===== config.mk =====
export PLATFORM = sky130hd
export DESIGN_NAME = sb_drain_ctrl
export DESIGN_NICKNAME = d
export VERILOG_FILES = /design/src/rtl/sb_drain_ctrl_pkg.sv /design/src/rtl/sb_drain_ctrl_age.sv /design/src/rtl/sb_drain_ctrl.sv
export SDC_FILE = /design/constraint.sdc
export NUM_CORES = 1
export LEC_CHECK = 0
export CAP_MARGIN = 40
export CORE_MARGIN = 3
export CORE_UTILIZATION = 49
export CTS_CLUSTER_DIAMETER = 60
export DETAILED_ROUTE_END_ITERATION = 10
export PLACE_DENSITY = 0.95
export SLEW_MARGIN = 0
export SYNTH_ARGS = -nofsm -noshare
export SYNTH_HDL_FRONTEND = slang
export SYNTH_HIERARCHICAL = 1
export SYNTH_SLANG_ARGS = --single-unit

===== constraint.sdc =====
create_clock -name clk -period 8.1 [get_ports clk]
set_clock_uncertainty 0.1 [all_clocks]
set_input_delay 2.025 -clock clk [delete_from_list [all_inputs] [get_ports clk]]
set_output_delay 2.025 -clock clk [all_outputs]
set_load 0.005 [all_outputs]

===== src/rtl/sb_drain_ctrl_pkg.sv =====
// sb_drain_ctrl_pkg: shared sizes, parameter defaults and FSM encoding for the store-buffer drain controller
package sb_drain_ctrl_pkg;
  localparam int DEF_NLINES = 4;
  localparam int DEF_MAX_WAIT = 8;
  localparam int DEF_LOW_WATER = 1;
  localparam int ADDR_W = 32;
  localparam int DATA_W = 32;
  typedef enum logic [1:0] {
    IDLE  = 2'd0,
    DRAIN = 2'd1,
    FORCE = 2'd2
  } state_t;
endpackage


===== src/rtl/sb_drain_ctrl_age.sv =====
// sb_age_counter: saturating count of pipeline-held cycles while the store buffer has pending entries
module sb_age_counter #(
  parameter int MAX = 8
) (
  input  logic clk,
  input  logic reset,
  input  logic inc,
  input  logic clr,
  output logic sat
);
  localparam int W = $clog2(MAX + 1);
  logic [W-1:0] age;
  // clear wins over increment; hold once MAX is reached
  always_ff @(posedge clk or posedge reset)
    if (reset) age <= '0;
    else age <= clr ? '0 : (inc && !sat) ? age + W'(1) : age;
  assign sat = age == W'(MAX);
endmodule


===== src/rtl/sb_drain_ctrl.sv =====
// sb_drain_ctrl: arbitrates the data-cache port between the MEM stage and store-buffer drain writes
module sb_drain_ctrl
  import sb_drain_ctrl_pkg::*;
#(
  parameter int SB_NLINES = DEF_NLINES,
  parameter int MAX_WAIT = DEF_MAX_WAIT,
  parameter int LOW_WATER = DEF_LOW_WATER
) (
  input  logic                             clk,
  input  logic                             reset,
  input  logic                             pipe_mem_req,
  input  logic                             pipe_is_store,
  input  logic [$clog2(SB_NLINES+1)-1:0]   sb_count,
  input  logic [ADDR_W-1:0]                sb_head_addr,
  input  logic [DATA_W-1:0]                sb_head_data,
  input  logic                             cache_ready,
  output logic                             pipe_grant,
  output logic                             pipe_stall,
  output logic                             cache_wr_en,
  output logic [ADDR_W-1:0]                cache_wr_addr,
  output logic [DATA_W-1:0]                cache_wr_data,
  output logic                             sb_pop,
  output logic [1:0]                       state
);
  localparam int CW = $clog2(SB_NLINES + 1);
  state_t state_q;
  logic [ADDR_W-1:0] addr_q;
  logic [DATA_W-1:0] data_q;
  logic fwd, idle, full, nz, sat, done, more, force_go, drain_go;
  assign idle = state_q == IDLE;
  assign full = sb_count == CW'(SB_NLINES);
  assign nz = sb_count != '0;
  assign force_go = idle && (full || (sat && nz));
  assign drain_go = idle && !force_go && !pipe_mem_req && nz;
  assign pipe_grant = !reset && idle && pipe_mem_req && !force_go && !(pipe_is_store && full);
  assign pipe_stall = !reset && pipe_mem_req && !pipe_grant;
  assign done = cache_wr_en && cache_ready;
  assign sb_pop = done;
  assign more = (sb_count - CW'(1)) > CW'(LOW_WATER);
  // after a back-to-back reload the popped SB already shows its next head, so pass it through until captured
  assign cache_wr_addr = fwd ? sb_head_addr : addr_q;
  assign cache_wr_data = fwd ? sb_head_data : data_q;
  assign state = state_q;
  sb_age_counter #(.MAX(MAX_WAIT)) u_age (
    .clk  (clk),
    .reset(reset),
    .inc  (idle && pipe_grant && nz),
    .clr  (done || !nz),
    .sat  (sat)
  );
  // drain FSM: launch, hold under back-pressure, reload in FORCE above the low-water mark
  always_ff @(posedge clk or posedge reset)
    if (reset) begin
      state_q <= IDLE;
      cache_wr_en <= 1'b0;
      addr_q <= '0;
      data_q <= '0;
      fwd <= 1'b0;
    end else begin
      case (state_q)
        IDLE:
          if (force_go || drain_go) begin
            state_q <= force_go ? FORCE : DRAIN;
            cache_wr_en <= 1'b1;
            addr_q <= sb_head_addr;
            data_q <= sb_head_data;
            fwd <= 1'b0;
          end
        DRAIN, FORCE:
          if (done && state_q == FORCE && more) fwd <= 1'b1;
          else if (done) begin
            state_q <= IDLE;
            cache_wr_en <= 1'b0;
            fwd <= 1'b0;
          end else if (fwd) begin
            addr_q <= sb_head_addr;
            data_q <= sb_head_data;
            fwd <= 1'b0;
          end
        default: begin
          state_q <= IDLE;
          cache_wr_en <= 1'b0;
          fwd <= 1'b0;
        end
      endcase
    end
endmodule

After elaboration in Yosys (flattened, before gate mapping)
Index checks and enable logic that the tools add are counted.
{"block": "totals", "regBits": 72, "output_inout_bits": 70, "input_bits": 72, "elab_cells": 76}
{"block": "classes", "n_lt_le_gt_ge": 1, "muxes": 24, "n_eq_ne": 8, "n_reduce_logical": 35, "add_sub_neg": 2}
{"operator": "$mux 32", "count": 8}
{"operator": "$pmux 32 s2", "count": 2}
{"operator": "$logic_and 1x1->1", "count": 18}
{"operator": "$mux 2", "count": 4}
{"operator": "$mux 4", "count": 2}
{"operator": "$logic_not 1->1", "count": 7}
{"operator": "$ne 2x2->1 const B", "count": 3}
{"operator": "$mux 1", "count": 5}
{"operator": "$add 4x1->4 const B", "count": 1}
{"operator": "$eq 4x4->1 const B", "count": 1}
{"operator": "$pmux 1 s2", "count": 2}
{"operator": "$pmux 2 s2", "count": 1}
{"operator": "$reduce_and 4->1", "count": 1}
{"operator": "$reduce_bool 2->1", "count": 2}
{"operator": "$eq 3x3->1 const B", "count": 1}
{"operator": "$gt 3x1->1 const B", "count": 1}
{"operator": "$logic_or 1x1->1", "count": 3}
{"operator": "$reduce_and 3->1", "count": 1}
{"operator": "$reduce_bool 3->1", "count": 1}
{"operator": "$sub 3x1->3 const B", "count": 1}
{"operator": "$eq 2x1->1 const B", "count": 1}
{"operator": "$eq 2x2->1 const B", "count": 1}
{"operator": "$logic_not 2->1", "count": 1}
{"operator": "$ne 2x1->1 const B", "count": 1}
{"operator": "$reduce_or 2->1", "count": 1}

Longest topological paths before layout
Gate-level depths: netlist of run 1.
{"block": "depth", "ltp_word": 12, "mapped_depth": 10, "depth_no_buf": 8}

Modules after synthesis
Netlist of run 1, hierarchy kept.
{"module": "sb_drain_ctrl", "seq_area_each_um2": 1701.6, "n_inst": 1, "area_per_inst_um2": 3819.9, "cells_per_inst": 246}
{"module": "sb_age_counter", "seq_area_each_um2": 100.1, "n_inst": 1, "area_per_inst_um2": 239.0, "cells_per_inst": 24}

Least setup slack after synthesis of run 1
No wires, ideal clock.
{"block": "synth_timing", "path_type": "input-to-output", "start": "input port reset", "end": "output port pipe_stall", "slack_ns": 2.165, "n_path_buf": 0, "stages": 3, "required_time_ns": 5.975, "t_arrival_ns": 3.810, "path_cell_list": "inv_1 > nand2_1 > nor2_1"}
{"block": "synth_via", "elab_chain_len": 7, "word_cells_on_any_way": 8, "classes_between": "reduce/logical: 8"}
{"item": "start: declaration", "line": "sb_drain_ctrl.sv:10", "rtl": "input logic reset,"}
{"item": "$logic_not 1->1 (no source line) (*)"}
{"item": "$logic_and 1x1->1 (4 in series)", "line": "sb_drain_ctrl.sv:35", "rtl": "assign pipe_grant = !reset && idle && pipe_mem_req && !force_go && !(pipe_is_store && full);"}
{"item": "$logic_not 1->1", "line": "sb_drain_ctrl.sv:36", "rtl": "assign pipe_stall = !reset && pipe_mem_req && !pipe_grant;"}
{"item": "$logic_and 1x1->1 (*)", "line": "sb_drain_ctrl.sv:36"}
{"item": "end: declaration", "line": "sb_drain_ctrl.sv:18", "rtl": "output logic pipe_stall,"}
Every way passes the cells marked *; elsewhere a longest branch is shown, timed or not.

Final worst setup path of run 1
{"block": "layout_timing", "start": "input port sb_count[0]", "end": "output port pipe_grant"}
{"block": "layout_via", "elab_chain_len": 7, "word_cells_on_any_way": 10, "classes_between": "eq/ne: 1; reduce/logical: 9"}
{"item": "start: declaration", "line": "sb_drain_ctrl.sv:13", "rtl": "input logic [$clog2(SB_NLINES+1)-1:0] sb_count,"}
{"item": "$reduce_bool 3->1", "line": "sb_drain_ctrl.sv:32", "rtl": "assign nz = sb_count != '0;"}
{"item": "$logic_and 1x1->1", "line": "sb_drain_ctrl.sv:33", "rtl": "assign force_go = idle && (full || (sat && nz));"}
{"item": "$logic_or 1x1->1", "line": "sb_drain_ctrl.sv:33"}
{"item": "$logic_and 1x1->1", "line": "sb_drain_ctrl.sv:33"}
{"item": "$logic_not 1->1", "line": "sb_drain_ctrl.sv:35"}
{"item": "$logic_and 1x1->1", "line": "sb_drain_ctrl.sv:35"}
{"item": "$logic_and 1x1->1 (*)", "line": "sb_drain_ctrl.sv:35"}
{"item": "end: declaration", "line": "sb_drain_ctrl.sv:17", "rtl": "output logic pipe_grant,"}
Marks and branches as above.

==> reports/metrics.csv, run 1 <==
stage,metric,value,unit
global_route,busiest_layer,met2,
critical_path,reg2reg_slack,5.28,ns
place,place_hpwl,6350,microns
synth,synth_nets,349,
sta,finalCriticalPeriod,6.04,ns
synth,synth_top_area_share,44.4,%
clock_network,cts_sinks,72,
floorplan,fp.dieArea,0.00941,sq mm
floorplan,start_util,51.5,%
cells_and_area,fillers,564,
cells_and_area,fin_area,0.00570,sq mm
job,drv_cap,0,
sta,tightest_slew,0.993,ns
clock_network,cts_setup_buffers,0,
floorplan,die_w,97.0,microns
critical_path,worstSetupPathType,in2out,
routing,wl_per_cell,17.1,microns
global_route,antenna_found_initial,0,
global_route,grt_start_max_net_pins,64,
synth,yosys_register_bits,72,
sta,finalCritPeriodShare,74.6,%
place,place_area,0.00545,sq mm
routing,wirelength,8850,microns
sta,slew_headroom,32.9,%
critical_path,arrival,3.92,ns
synth,synth_top_family_by_area,multiplexers,
clock_network,holdBufCountCts,0,
synth,ys_types,30,
critical_path,cp-end-kind,output port,
floorplan,fp-row-count,32,
sta,tns,0,ns
clock_network,clockRootBuffer,clkbuf_8,
routing,drtIter0Drc,47,
clock_network,clk_pin_slew,0.07,ns
cells_and_area,antenna_cells,0,
clock_network,cts_buffers,9,
synth,muxShareOfSynthArea,42.4,%
synth,synthCells,270,
routing,drc,0,
synth,yosysTopAreaCell,dfrtp_1,
synth,synth_xor_area_share,0.432,%
global_route,grt_pass1_vias,2948,
synth,synth_warnings,6,
power,power-per-cell-area,389,mW/mm^2
synth,yosys-top-cells-area,"dfrtp_1 (44%), mux2_4 (22%), mux2_2 (19%)",
power,p_leak,2.44,nW
clock_network,cts_tree,built,
global_route,use_met3,4.76,%
clock_network,htree_levels,3,
floorplan,die_y,97.0,microns
synth,syn_area,0.00406,sq mm
place,port_buffers,140,
sta,final_max_slew_viol_count,0,
power,finalPower,2.22,mW
place,gp_congestion,0.776,
global_route,grt_use_met1,24.8,%
clock_network,max-clock-path-buffers,2,
global_route,grt_remaining_overflow,0,
sta,rsz0062_at_grt,false,
routing,vias,2675,
sta,finalSetupViolCount,0,
power,peakVddDrop,0.000260,V
critical_path,worst_ep_required_time,5.98,ns
clock_network,postCtsResizedCells,0,
cells_and_area,area_delta_synth_final,40.4,%
cells_and_area,final_cell_mix,"clkdlybuf4s50_1 (140), dfrtp_1 (71), mux2_2 (70), mux2_4 (60), clkbuf_8 (11)",
synth,yosys.area_share.simple,3.48,%
critical_path,crit_fanout,4,
routing,first_pass_iters,4,
hold_path,hold_path_class,reg2reg,
sta,whs,0.406,ns
cells_and_area,mostFrequentLayoutCell,clkdlybuf4s50_1,
clock_network,clkLatencyLatePin,0.33,ns
outcome,status,"complete, no violations",
sta,fmax,165,MHz
cells_and_area,final_nets,490,
cells_and_area,drive_gt1_share,38.5,%
global_route,grt_usage,19.2,%
synth,synth_compound_area_share,1.91,%
global_route,grtUsageMet2,32.0,%
sta,finalHoldViolCount,0,
synth,syn_area_per_cell,15.0,sq um
synth,synth-seq-area-share,44.4,%
routing,detail-route-antenna-nets,0,
floorplan,coreArea,0.00789,sq mm
synth,synthAdderAreaFrac,2.16,%
routing,vias_per_cell,5.16,
critical_path,start_kind,input port,
floorplan,ios,142,
global_route,grt_pass1_wl,14800,microns
critical path, cell delays in order:
cell	delay [ns]
clkdlybuf4s50_1	0.42
inv_1	0.11
ha_1	0.24
mux2i_1	0.25
and2_1	0.22
and3_1	0.16
clkdlybuf4s50_1	0.50
synth_stat cells:
| cell type | count |
|---|---|
| a21boi_4 | 1 |
| a21o_2 | 2 |
| a21oi_1 | 3 |
| a21oi_2 | 1 |
| and2_1 | 1 |
| and3_1 | 1 |
| buf_12 | 7 |
| buf_2 | 5 |
| clkbuf_1 | 2 |
| dfrtp_1 | 72 |
| ha_1 | 7 |
| inv_1 | 10 |
| inv_2 | 1 |
| mux2_2 | 70 |
| mux2_4 | 60 |
| mux2i_1 | 3 |
| nand2_1 | 5 |
| nand2b_1 | 2 |
| nand3_1 | 4 |
| nand3b_4 | 1 |
| nand4_1 | 1 |
| nor2_1 | 2 |
| nor2b_4 | 1 |
| nor3b_1 | 1 |
| nor4b_1 | 1 |
| o2111ai_1 | 1 |
| o21ai_2 | 1 |
| or2b_1 | 1 |
| or3_1 | 1 |
| xor2_1 | 2 |
routing by layer:
| metal | wire [microns] | vias to the layer above | part of all wire (%) |
|---|---|---|---|
| li1 | - | 1242 | - |
| met1 | 3690 | 1328 | 42 |
| met2 | 4490 | 95 | 51 |
| met3 | 565 | 10 | 6.4 |
| met4 | 107 | 0 | 1.2 |
| met5 | 0 | - | 0 |
where the power goes:
part	leakage, nW	internal (mW)	switching [mW]	total, mW
Combinational	1.46	0.849	0.379	1.23
Clock	0.126	0.221	0.132	0.353
Sequential	0.851	0.540	0.0941	0.635
flip-flops by register name, summed over array words and instances (netlist names):
signal       cells
state            2
cache_wr_en      1
u_age/age        4
fwd              1
data_q          32
addr_q          32
kinds of logic (layout without fill, tap and decap cells):
logic type | Yosys count | count (layout)
mux | 133 | 133
flops | 72 | 72
buf+inv | 25 | 171
simple gates | 22 | 22
compound gates | 9 | 9
fa+ha+maj | 7 | 7
xor+xnor | 2 | 2
path summary, 6_finish.rpt:
kind	from	endpoint	cells past startpoint
max	sb_count[0]	pipe_grant	7
min	data_q[20]	data_q[20]	1
max reg2reg	fwd	data_q[23]	5
max in group asynchronous	reset	fwd	3
min in group asynchronous	reset	addr_q[14]	2
min reg2reg	data_q[20]	data_q[20]	1
metrics by stage:
stage               cells  utilization (%)  setup WS (ns)
global placement      502             69.1           2.15
CTS                   518             72.3           2.06
floorplan             270                -           2.16
detailed placement    502             69.1           2.07
global route          518             72.3           1.95
finish                518             72.3           2.06
area by class of cell:
type,instances,area [sq um],share of cell area [%]
flip-flops and latches,72,1800,31.6
multi-input cells,173,2040,35.8
clock inverters,5,103,1.80
inverters,11,41.3,0.724
clock buffers,11,151,2.66
repair buffers,144,1430,25.1
well taps,102,128,2.24
(Power assumes the default switching activity.)
==> run 2, diff against run 1 <==
- CORE_UTILIZATION: 49 -> 46
- PLACE_DENSITY: 0.95 -> 0.92
- clock period: 8.1 -> 5.9 ns (I/O delays scaled with it)
==> run 2 against run 1 <==
Net effect:
- count of clock-buffer cells in the layout increased by 1
- die area is 6.1% higher
- register-to-register slack lost 2.3 ns
- setup slack got worse by 1.1 ns
- combinational power grew 38%
- clock power decreased by 5%
- sequential share of layout area grew 0.29 points
- via count down 1.9%
==> reports/metrics.csv, run 2 (synthesized netlist as in run 1, its figures left out) <==
stage,metric,value,unit,change
clock_network,clockRootBuffer,clkbuf_8,,unchanged
floorplan,die_w,99.9,microns,was 97.0 microns
place,place_hpwl,6210,microns,was 6350 microns
critical_path,start_kind,input port,,unchanged
power,p_leak,2.42,nW,was 2.44 nW
global_route,antenna_found_initial,0,,unchanged
cells_and_area,fin_area,0.00565,sq mm,was 0.00570 sq mm
sta,tns,0,ns,unchanged
floorplan,fp-row-count,33,,was 32
floorplan,die_y,99.9,microns,was 97.0 microns
cells_and_area,mostFrequentLayoutCell,clkdlybuf4s50_1,,unchanged
cells_and_area,drive_gt1_share,38.1,%,was 38.5%
clock_network,htree_levels,3,,unchanged
critical_path,cp-end-kind,output port,,unchanged
routing,vias_per_cell,5.03,,was 5.16
floorplan,coreArea,0.00838,sq mm,was 0.00789 sq mm
sta,finalSetupViolCount,0,,unchanged
cells_and_area,final_nets,491,,was 490
routing,drtIter0Drc,45,,was 47
sta,slew_headroom,35.3,%,was 32.9%
routing,wirelength,8680,microns,was 8850 microns
place,gp_congestion,0.750,,was 0.776
cells_and_area,area_delta_synth_final,39.1,%,was 40.4%
clock_network,cts_sinks,72,,unchanged
clock_network,clk_pin_slew,0.06,ns,was 0.07 ns
place,place_area,0.00548,sq mm,was 0.00545 sq mm
cells_and_area,utilization,67.4,%,was 72.3%
floorplan,ios,142,,unchanged
clock_network,clkLatencyLatePin,0.33,ns,about the same
clock_network,max-clock-path-buffers,2,,unchanged
routing,first_pass_iters,4,,unchanged
global_route,grt_start_max_net_pins,69,,was 64
critical_path,cp_slowest_cell,clkdlybuf4s50_1,,unchanged
sta,finalCriticalPeriod,4.90,ns,
clock_network,holdBufCountCts,0,,unchanged
critical_path,slowest_delay,0.49,ns,was 0.50 ns
floorplan,start_util,48.4,%,was 51.5%
critical_path,reg2reg_slack,3.01,ns,was 5.28 ns
global_route,grt_pass1_vias,2837,,"was 2,948"
clock_network,cts_buffers,9,,unchanged
hold_path,hold_path_class,reg2reg,,unchanged
sta,tightest_slew,0.957,ns,was 0.993 ns
sta,finalCritPeriodShare,83.0,%,
power,peakVddDrop,0.000226,V,was 0.000260 V
sta,final_max_slew_viol_count,0,,unchanged
critical_path,path_common_cell,clkdlybuf4s50_1,,unchanged
clock_network,cts_setup_buffers,0,,unchanged
global_route,grt_remaining_overflow,0,,unchanged
outcome,status,"complete, no violations",,unchanged
floorplan,fp.dieArea,0.00999,sq mm,was 0.00941 sq mm
clock_network,postCtsResizedCells,0,,unchanged
critical_path,worstSetupPathType,in2out,,unchanged
cells_and_area,instances_no_fill,522,,was 518
power,power-per-cell-area,515,mW/mm^2,was 389 mW/mm^2
critical_path,worst_ep_required_time,4.32,ns,was 5.98 ns
routing,detail-route-antenna-nets,0,,unchanged
routing,drc,0,,unchanged
cells_and_area,final_cell_mix,"clkdlybuf4s50_1 (140), dfrtp_1 (71), mux2_2 (70), mux2_4 (60), clkbuf_8 (10)",,"was clkdlybuf4s50_1 (140), dfrtp_1 (71), mux2_2 (70), mux2_4 (60), clkbuf_8 (11)"
global_route,grt_usage,18.1,%,was 19.2%
sta,finalHoldViolCount,0,,unchanged
sta,rsz0062_at_grt,false,,unchanged
place,port_buffers,140,,unchanged
cells_and_area,antenna_cells,0,,unchanged
routing,wl_per_cell,16.6,microns,was 17.1 microns
routing,vias,2624,,"was 2,675"
critical_path,crit_fanout,4,,unchanged
global_route,grt_pass1_wl,14400,microns,"was 14,800 microns"
sta,fmax,204,MHz,
cells_and_area,top_regs,"addr_q x32, data_q x32, u_age/age x4",,unchanged
critical_path,arrival,3.32,ns,was 3.92 ns
job,drv_cap,0,,unchanged
clock_network,cts_tree,built,,unchanged
critical_path,cp_cell_sequence,clkdlybuf4s50_1 -> inv_1 -> ha_1 -> mux2i_1 -> and2_1 -> and3_1 -> clkdlybuf4s50_1,,unchanged
place,post-place-cells,506,,was 502
## run 2: cell count changes in the layout (fill, tap and decap cells not counted), sizes merged
cell	delta
bufinv	-3
clkinv	+3
buf	+1
clkbuf	+1
clkinvlp	-1
## run 2: final timing paths
kind | from | end | depth (start not counted)
min in group asynchronous | reset | u_age/age[2] | 2
setup / recovery | sb_count[0] | pipe_grant | 7
hold / removal | data_q[11] | data_q[11] | 1
hold reg to reg | data_q[11] | data_q[11] | 1
max in group asynchronous | reset | fwd | 3
setup reg to reg | u_age/age[0] | data_q[21] | 9
## run 2: worst max-delay path: cells and delay by family
kind	cells	cell delay, ns
buffers and inverters	3	1.02
adders and majority gates	1	0.25
and+or+nand+nor	2	0.34
muxes	1	0.23
## run 2: where the power goes
| part | switching, mW | internal (mW) |
|---|---|---|
| Combinational | 0.522 | 1.18 |
| Clock | 0.173 | 0.162 |
| Sequential | 0.131 | 0.742 |
## run 2: final cells by class
| class | count | area (sq um) |
|---|---|---|
| Clock buffer | 12 | 145 |
| Clock inverter | 4 | 20.0 |
| Fill cell | 606 | 2730 |
| Inverter | 11 | 41.3 |
| Multi-Input combinational cell | 173 | 2040 |
| Sequential cell | 72 | 1800 |
| Tap cell | 105 | 131 |
| Timing Repair Buffer | 145 | 1460 |
## run 2: per-layer routing
metal  part of all wire [%]  wire, microns  up-vias  global-route usage, %
li1                       -              -     1240                      -
met1                     45           3890     1287                   24.6
met2                     48           4190       88                   28.8
met3                    5.6            490        9                   3.47
met4                    1.3            112        0                   6.41
met5                      0              0        -                      0
## run 2: through the flow
stage | setup WS [ns] | hold WS (ns) | power [mW]
after floorplan | 1.06 | 0.377 | 2.01
after global placement | 1.06 | 0.385 | 2.54
after detailed placement | 1.01 | 0.390 | 2.58
after CTS | 1.01 | 0.409 | 2.94
after global routing | 0.912 | 0.416 | 3.09
final | 1.00 | 0.406 | 2.91
==> run 3, diff against run 2 <==
- CORE_UTILIZATION: 46 -> 41
- PLACE_DENSITY: 0.92 -> 0.88
- clock period: 5.9 -> 4.5 ns (I/O delays scaled with it)
==> run 3 against run 2 <==
Net effect:
- register-to-register slack worse by 1.0 ns
- clock power is 72% higher
- final cell count is 4.8% higher
- worst hold slack worse by 0.00078 ns
- power up 35%
- setup slack got worse by 0.77 ns
- count of clock-buffer cells in the layout shrank 1
- non-clock buffer count is 1 higher
- first-iteration DRC count grew 98%
- largest cell class unchanged
- largest power group unchanged
- highest routed layer unchanged
==> reports/metrics.csv, run 3 (synthesized netlist as in run 1, its figures left out) <==
stage,metric,value,unit,change
sta,whs,0.406,ns,about the same
global_route,busiest_layer,met2,,unchanged
cells_and_area,final_cell_mix,"clkdlybuf4s50_1 (140), dfrtp_1 (71), mux2_2 (70), mux2_4 (60), clkbuf_8 (11)",,"was clkdlybuf4s50_1 (140), dfrtp_1 (71), mux2_2 (70), mux2_4 (60), clkbuf_8 (10)"
routing,drtIter0Drc,89,,was 45
critical_path,cp_num_buf_inv,3,,unchanged
cells_and_area,multiInputGateArea,0.00204,sq mm,unchanged
routing,vias,2656,,"was 2,624"
critical_path,slowest_delay,0.49,ns,about the same
place,post-place-cells,531,,was 506
clock_network,htree_levels,3,,unchanged
routing,first_pass_iters,4,,unchanged
clock_network,cts_setup_buffers,0,,unchanged
job,drv_cap,0,,unchanged
sta,tns,0,ns,unchanged
sta,fmax,234,MHz,
cells_and_area,mostFrequentLayoutCell,clkdlybuf4s50_1,,unchanged
critical_path,start_kind,input port,,unchanged
floorplan,die_w,105,microns,was 99.9 microns
hold_path,hold_path_class,reg2reg,,unchanged
cells_and_area,final_nets,492,,was 491
global_route,grtUsageMet2,26.7,%,was 28.8%
clock_network,clkLatencyLatePin,0.34,ns,was 0.33 ns
critical_path,cp-end-kind,output port,,unchanged
clock_network,max-clock-path-buffers,2,,unchanged
sta,finalCriticalPeriod,4.26,ns,
floorplan,ios,142,,unchanged
critical_path,crit_fanout,4,,unchanged
cells_and_area,top_regs,"addr_q x32, data_q x32, u_age/age x4",,unchanged
place,gp_congestion,0.705,,was 0.750
critical_path,cp_cell_sequence,clkdlybuf4s50_1 -> inv_1 -> ha_1 -> mux2i_1 -> and2_1 -> and3_1 -> clkdlybuf4s50_1,,unchanged
place,port_buffers,140,,unchanged
critical_path,worstSetupPathType,in2out,,unchanged
routing,detail-route-antenna-nets,0,,unchanged
clock_network,postCtsResizedCells,0,,unchanged
place,place_hpwl,6300,microns,was 6210 microns
floorplan,fp.dieArea,0.0111,sq mm,was 0.00999 sq mm
cells_and_area,seq_area,0.00180,sq mm,unchanged
power,p_leak,2.45,nW,was 2.42 nW
clock_network,cts_buffers,9,,unchanged
sta,final_max_slew_viol_count,0,,unchanged
global_route,grt_use_met1,20.2,%,was 24.6%
clock_network,cts_sinks,72,,unchanged
floorplan,fp-row-count,35,,was 33
clock_network,cts_tree,built,,unchanged
floorplan,coreArea,0.00942,sq mm,was 0.00838 sq mm
sta,rsz0062_at_grt,false,,unchanged
critical_path,r2r_cells,9,,unchanged
critical_path,path_common_cell,clkdlybuf4s50_1,,unchanged
cells_and_area,drive_gt1_share,38.8,%,was 38.1%
global_route,use_met3,4.53,%,was 3.47%
cells_and_area,antenna_cells,0,,unchanged
clock_network,clockRootBuffer,clkbuf_8,,unchanged
global_route,grt_remaining_overflow,0,,unchanged
cells_and_area,fillers,743,,was 606
hold_path,min_path_cells,1,,unchanged
global_route,antenna_found_initial,0,,unchanged
routing,drc,0,,unchanged
sta,finalCritPeriodShare,94.8,%,
global_route,grt_usage,16.2,%,was 18.1%
critical_path,arrival,3.04,ns,was 3.32 ns
outcome,status,"complete, no violations",,unchanged
critical_path,crit_cells,7,,unchanged
clock_network,holdBufCountCts,0,,unchanged
critical_path,cp_slowest_cell,clkdlybuf4s50_1,,unchanged
cells_and_area,instances_no_fill,547,,was 522
cells_and_area,area_delta_synth_final,41.7,%,was 39.1%
floorplan,start_util,43.1,%,was 48.4%
sta,tightest_slew,0.653,ns,was 0.957 ns
critical_path,worst_ep_required_time,3.27,ns,was 4.32 ns
sta,finalSetupViolCount,0,,unchanged
routing,vias_per_cell,4.86,,was 5.03
critical_path,cpLargestDelayFamily,buffers and inverters,,unchanged
global_route,grt_start_max_net_pins,48,,was 69
sta,finalHoldViolCount,0,,unchanged
power,peakVddDrop,0.000342,V,was 0.000226 V
sta,slew_headroom,56.5,%,was 35.3%
clock_network,clk_pin_slew,0.06,ns,about the same
routing,wirelength,8720,microns,was 8680 microns
routing,wl_per_cell,15.9,microns,was 16.6 microns
global_route,grt_pass1_vias,2927,,"was 2,837"
global_route,grt_pass1_wl,14400,microns,about the same
floorplan,die_y,105,microns,was 99.9 microns
power,power-per-cell-area,683,mW/mm^2,was 515 mW/mm^2
## run 3: area by class of cell
class / count / share of cell area [%]
timing repair buffer: 146 / 25.6
clock inverter: 5 / 1.37
tap: 129 / 2.81
clock buffer: 11 / 2.63
inverter: 11 / 0.718
sequential: 72 / 31.4
multi-input combinational: 173 / 35.5
## run 3: routing by layer
metal	routed length, microns	vias up
li1	-	1243
met1	3790	1305
met2	4240	96
met3	553	12
met4	144	0
met5	0	-
## run 3: power breakdown
| group | leakage (nW) | internal [mW] | switching, mW | total [mW] |
|---|---|---|---|---|
| logic | 1.48 | 1.53 | 0.673 | 2.21 |
| clock network | 0.119 | 0.342 | 0.236 | 0.577 |
| registers | 0.851 | 0.973 | 0.171 | 1.14 |
## run 3: path summary, 6_finish.rpt
path | end | start | slack (ns)
hold reg to reg | data_q[3] | data_q[3] | 0.41
hold / removal | data_q[3] | data_q[3] | 0.41
max in group asynchronous | data_q[19] | reset | 2.60
setup reg to reg | data_q[22] | u_age/age[0] | 1.96
min in group asynchronous | u_age/age[2] | reset | 0.93
setup / recovery | pipe_grant | sb_count[0] | 0.24
## run 3: through the flow
stage / util, % / instance area, sq um / total power [mW] / worst slack, ns
finish: 61.1 / 5750 / 3.93 / 0.236
global route: 61.1 / 5750 / 4.18 / 0.166
CTS: 61.1 / 5750 / 3.99 / 0.243
detailed placement: 58.6 / 5520 / 3.37 / 0.242
global placement: 58.4 / 5500 / 3.31 / 0.363
floorplan: - / 4060 / 2.63 / 0.365
